--- src/rtl/fetch_unit.sv ---
// Instruction fetch: owns the PC, drives imem_addr, and captures the fetched word into IF/ID.
// Latency: the word at imem_addr is in IF/ID one edge later. Throughput is 1 instruction per cycle.
// Backpressure: stall holds the PC, IF/ID and the counter. A branch overrides a stall. Flush squashes IF/ID.
//
// Ports:
//   clk, rst                   clock and asynchronous active-high reset
//   stall, flush               hazard-unit controls
//   branch_taken/target        redirect from execute; the target is word-aligned internally
//   imem_addr / imem_instr     combinational instruction-memory interface (addr = PC)
//   if_id_instr/pc/pc_plus4    registered IF/ID payload
//   if_id_valid                the IF/ID payload is a real instruction
//   fetch_count                number of valid words written into IF/ID (wraps)
module fetch_unit #(
  parameter logic [31:0] RESET_PC  = 32'h0000_0000,
  parameter logic [31:0] NOP_INSTR = 32'h0000_0000,
  parameter int          CNT_W     = 32
) (
  input  logic             clk,
  input  logic             rst,
  input  logic             stall,
  input  logic             flush,
  input  logic             branch_taken,
  input  logic [31:0]      branch_target,
  output logic [31:0]      imem_addr,
  input  logic [31:0]      imem_instr,
  output logic [31:0]      if_id_instr,
  output logic [31:0]      if_id_pc,
  output logic [31:0]      if_id_pc_plus4,
  output logic             if_id_valid,
  output logic [CNT_W-1:0] fetch_count
);

  typedef enum logic {
    ST_BOOT = 1'b0,
    ST_RUN  = 1'b1
  } state_t;

  state_t           r_state;
  logic [31:0]      r_pc;
  logic [31:0]      r_instr;
  logic [31:0]      r_id_pc;
  logic [31:0]      r_id_pc_plus4;
  logic             r_valid;
  logic [CNT_W-1:0] r_count;

  logic [31:0]      w_pc_plus4;
  logic [31:0]      w_branch_pc;

  // The 32-bit add wraps naturally: 0xFFFF_FFFC + 4 gives 0.
  assign w_pc_plus4  = r_pc + 32'd4;
  assign w_branch_pc = {branch_target[31:2], 2'b00};

  // The address depends only on the PC register. Control inputs act on the next edge.
  assign imem_addr      = r_pc;
  assign if_id_instr    = r_instr;
  assign if_id_pc       = r_id_pc;
  assign if_id_pc_plus4 = r_id_pc_plus4;
  assign if_id_valid    = r_valid;
  assign fetch_count    = r_count;

  always_ff @(posedge clk or posedge rst) begin
    if (rst) begin
      r_state       <= ST_BOOT;
      r_pc          <= RESET_PC;
      r_instr       <= NOP_INSTR;
      r_id_pc       <= 32'd0;
      r_id_pc_plus4 <= 32'd0;
      r_valid       <= 1'b0;
      r_count       <= '0;
    end else begin
      case (r_state)
        // One bubble edge after reset release lets imem_instr settle before the first capture.
        ST_BOOT: begin
          r_state <= ST_RUN;
        end
        ST_RUN: begin
          if (branch_taken) begin
            // A redirect beats stall and flush. The word fetched this cycle is discarded.
            r_pc    <= w_branch_pc;
            r_instr <= NOP_INSTR;
            r_valid <= 1'b0;
          end else if (stall) begin
            // Hold everything.
          end else if (flush) begin
            r_pc    <= w_pc_plus4;
            r_instr <= NOP_INSTR;
            r_valid <= 1'b0;
          end else begin
            r_instr       <= imem_instr;
            r_id_pc       <= r_pc;
            r_id_pc_plus4 <= w_pc_plus4;
            r_valid       <= 1'b1;
            r_pc          <= w_pc_plus4;
            r_count       <= r_count + 1'b1;
          end
        end
        default: begin
          r_state <= ST_BOOT;
        end
      endcase
    end
  end

endmodule
--- config.mk ---
export PLATFORM = sky130hd
export DESIGN_NAME = fetch_unit
export DESIGN_NICKNAME = d
export VERILOG_FILES = /design/src/rtl/fetch_unit.sv
export SDC_FILE = /design/constraint.sdc
export NUM_CORES = 1
export LEC_CHECK = 0
export ABC_CLOCK_PERIOD_IN_PS = 10150
export CAP_MARGIN = 20
export CORE_AREA = 2 2 123 125
export CTS_CLUSTER_SIZE = 10
export DETAILED_ROUTE_END_ITERATION = 16
export DIE_AREA = 0 0 125 127
export PLACE_DENSITY = 0.85
export SYNTH_ARGS = -nofsm -noshare
export SYNTH_HDL_FRONTEND = slang
export SYNTH_SLANG_ARGS = --single-unit
--- constraint.sdc ---
create_clock -name clk -period 10.15 [get_ports clk]
set_input_delay 2.03 -clock clk [delete_from_list [all_inputs] [get_ports clk]]
set_output_delay 2.03 -clock clk [all_outputs]
set_load 0.02 [all_outputs]
# Word-level counts from Yosys, hierarchy flattened
# Index checks and enable logic that the tools add are counted.
# totals
register_bits	162
inputBits	69
wordCells	23
# op_classes
add_sub_neg	2
eq_ne	1
n_mux	8
bitwise_logic	3
reduce_logical	2
# op_table
operator	n
$mux 32	5
$add 32x1->32 const B	1
$add 32x3->32 const B	1
$reduce_and 4->1	1
$mux 1	3
$not 1->1	3
$ne 2x1->1 const B	1
$reduce_and 2->1	1

# Depth between registers and ports, before layout
# logic_depth
ltp_word	3
mapped_depth	7

# Worst setup path before layout
# OpenSTA, ideal clock, no wires.
# synth_path
path_type	input to register
start	input branch_taken
end	register r_count[28] (netlist: fetch_count[28])
t_arrival_ns	3.246
path_slack_ns	6.775
stages	5
n_path_buf	0
path_cell_list	nor4b_2 nand4_1 nor3_2 nand4_1 xnor2_1
# synth_via
elab_chain_len	2
# synth_lines
item	line_no	text
start, declared	22	input logic branch_taken,
$not 1->1 (no line)	n/a	
$reduce_and 4->1 (no line)	n/a	
end signal, assigned	94	r_count <= r_count + 1'b1;
end, declared	44	logic [CNT_W-1:0] r_count;
# Every way passes these cells.
# A chain may end at the register's enable or synchronous reset.

# Worst setup path in the final report
# layout_path
start	input stall
end	register r_count[21] (netlist: fetch_count[21])
# layout_via
elab_chain_len	2
# layout_lines
item	line_no	text
start, declared	20	input logic stall,
$not 1->1 (no line)	n/a	
$reduce_and 4->1 (no line)	n/a	
# Every way passes these cells.

==> results by group <==
GRT
  • Number of global-route vias before repair: 5828
  • Largest net degree at the start of global routing: 87
  • First-pass GRT wire length: about 32 mm
  • Gr ovfl total: 0
  • Initial antenna violation count: 0
  • Total track usage: around a quarter

Power and ir drop
  • Logic gate share of total power: 25.9%
  • Leak: 4.300 nW
  • Clock share of power: 31.7%
  • Total power: 1.902 mW
  • Peak VDD IR: 0.1695 mV
  • Pwr per Cell Area: 192.4 mW/mm^2
  • Switch share: 31.32%
  • Psw: 595.8 uW
  • Int Pwr: approximately 1.3 mW
  • Flop pwr share: 42.4%

Cells and area
  • P&R area growth vs syn: 38.77%
  • N_diodes: 0
  • Layout cells sized above 1: 5.915%
  • Storage cell area: 0.003904 sq mm
  • Area occupied by multi-input gates: 0.002927 sq mm
  • Non-filler cells, final: 1097
  • Nets: 972
  • Fillers: 1090

Synthesis
  • Complex-gate fraction of the synthesized area: ~14%
  • Synth cell count leaders: 159 x nand2_1, 156 x dfrtp_1, 45 x o21ai_0
  • Most numerous cell in the Yosys netlist: nand2_1
  • Simple-gate share of the synthesized area: 18.77%
  • Synth Cell Area: 0.007126 sq mm
  • Area share of fa/ha/maj cells after synthesis: less than 1%
  • Mapped Avg Cell Area: 10.05 sq um
  • Main combinational cell family by area after synthesis: simple AND/OR/NAND/NOR gates
  • Library cells used by synthesis: 54
  • Ys Warns: 0
  • Synth async-reset ratio: 100.0%
  • Sequential share of the synthesized area: approximately 55%
  • XOR/XNOR Fraction of Synth Area: approximately 7.3%
  • Main area contributors after synthesis: dfrtp_1 55%, nand2_1 8.4%, xnor2_1 4.7%
  • Syn Inst Count: 709
  • Post-synthesis mux area share: less than 1%
  • Number of synthesized flops with an enable pin: 0
  • Synth area leader: dfrtp_1
  • Seq cells post-synth: about 160
  • Main synth FF type: dfrtp_1
  • Synth top area share: 54.78%

CTS
  • CTS sink count: 156
  • H-Tree Depth: 4
  • CTS tree: built
  • Postcts setup bufs: 0
  • Hold buffer count at CTS: 0
  • Cts bufs inserted: 17
  • Root buf cell: clkbuf_16
  • Cts repair resizes: 0
  • Clock Pin Slew Worst Setup and Hold Paths: 0.06 ns
  • Clock Latency Late Sink: about 0.42 ns
  • Deepest clock path buffer count: 2

Placement
  • GP Congestion: 0.8010
  • DPL Wire Length: 12.98 mm
  • Placed cells: between 1000 and 1500
  • Port Buf Inserts: roughly 220

Drt
  • Initial detailed-routing violation count: 333
  • Post-Route WL: roughly 20 mm
  • Antenna Nets Post-Route: 0
  • DR DRC count: 0
  • Vias/cell: 5.459
  • Via count: 5989
  • Routed WL per cell: 17.72 um
  • First drt pass iteration count: 5

STA
  • Period utilization: approximately 44%
  • Setup Skew: 0.01012 ns
  • Slew Limit Headroom: around 35%
  • Final count of negative-setup-slack endpoints: 0
  • RSZ-0062 raised after global routing: no
  • Period minus WS final: roughly 4.5 ns
  • Setup TNS: 0 ns
  • Max Freq: 221.7 MHz
  • Worst slew pin tran: a little under 1 ns
  • Slew Viols, Final: 0
  • Final Hold Viols: 0

Setup path
  • Slowest stage delay, CP: 0.88 ns
  • Worst setup SP type: input pin
  • CP cell instances: clkdlybuf4s50_1 > inv_1 > nand3_4 > nor4_2 > nand4_1 > xnor2_1
  • Worst path required time: 10.45 ns
  • CP Capture Type: flip-flop
  • CP arrival: 4.81 ns
  • Worst Path Max Fanout: 86
  • Crit-path slowest cell: nor4_2
  • Crit path kind: in -> reg

Floorplanning
  • Area of the core: 0.01442 sq mm
  • Die Span Y: 127 um
  • Initial Util: 49.40%
  • Die width: ~130 um
  • Row count: 44
  • Num ports: 230
  • Die footprint: 0.01588 sq mm

Status
  • Status: completed

Worst hold path
  • Worst hold path type: reg -> reg

Flow run
  • Max-cap viol count: 0
## power by group through the flow
stage / combinational (mW) / clock [mW] / sequential (mW)
4_1_cts: 0.498 / 0.611 / 0.805
2_1_floorplan: 0.164 / 0 / 0.897
3_5_place_dp: 0.495 / 0 / 0.814
3_3_place_gp: 0.487 / 0 / 0.811
5_1_grt: 0.530 / 0.644 / 0.821
6_report: 0.493 / 0.604 / 0.806
## through the flow
| step | utilization (%) | setup WS [ns] | hold WS [ns] | area [sq um] |
|---|---|---|---|---|
| 2_1_floorplan | - | 3.913 | 0.5774 | 7144 |
| 3_3_place_gp | 64.65 | 5.244 | 0.4580 | 9325 |
| 3_5_place_dp | 64.65 | 5.222 | 0.4611 | 9325 |
| 4_1_cts | 68.55 | 5.587 | 0.4769 | 9888 |
| 5_1_grt | 68.55 | 5.407 | 0.5037 | 9888 |
| 6_report | 68.55 | 5.639 | 0.4731 | 9888 |
## registers in the layout, indices dropped and copies added, names as in the netlist
| signal | flops |
|---|---|
| fetch_count | 32 |
| if_id_instr | 32 |
| if_id_pc | 30 |
| if_id_pc_plus4 | 30 |
| if_id_valid | 1 |
| imem_addr | 30 |
| r_state | 1 |
## cells in the final DEF, fill, tap and decap left out, types with 21 or more instances in the layout
| cell type | n |
|---|---|
| a21oi_1 | 24 |
| a22o_1 | 34 |
| clkdlybuf4s50_1 | 220 |
| dfrtp_1 | 156 |
| nand2_1 | 159 |
| nand3_1 | 23 |
| nor2_1 | 28 |
| o21ai_0 | 45 |
| xnor2_1 | 38 |
| xor2_1 | 21 |
## final cells by class
type                            count  share of cell area (%)
Multi-Input combinational cell    496                   29.60
Tap cell                          184                   2.328
Timing Repair Buffer              226                   22.70
Sequential cell                   156                   39.48
Clock inverter                     10                  0.9364
Clock buffer                       21                   4.758
Inverter                            4                  0.2025
## worst max-delay path, delay by kind of cell
family / cells / cell delay [ns]
simple gates: 3 / 1.84
buf+inv: 2 / 0.75
xor+xnor: 1 / 0.18
## per-layer routing
| metal | wire, um | GRT usage (%) |
|---|---|---|
| met1 | 8392 | 33.44 |
| met2 | 9597 | 41.27 |
| met3 | 1191 | 6.240 |
| met4 | 253 | 6.209 |
| met5 | 0 | 0 |
## logic make-up (layout without fill, tap and decap cells)
group,count (synthesis),count (layout)
buffers and inverters,62,261
and+or+nand+nor,280,280
xor gates and xnor gates,59,59
DFF,156,156
adders and majority gates,2,2
AOI/OAI and AO/OA,146,146
other,2,7
muxes,2,2
## final timing paths
check                      cells past startpoint        start  slack [ns]              end
hold / removal                                 2  if_id_pc[8]        0.47      if_id_pc[8]
setup / recovery                               6        stall        5.64  fetch_count[21]
setup reg to reg                               4      r_state        7.27  fetch_count[21]
max in group asynchronous                      3          rst        6.54    imem_addr[11]
min in group asynchronous                      2          rst        2.11  if_id_instr[21]
hold reg to reg                                2  if_id_pc[8]        0.47      if_id_pc[8]
Power figures use the tool's default switching activity.
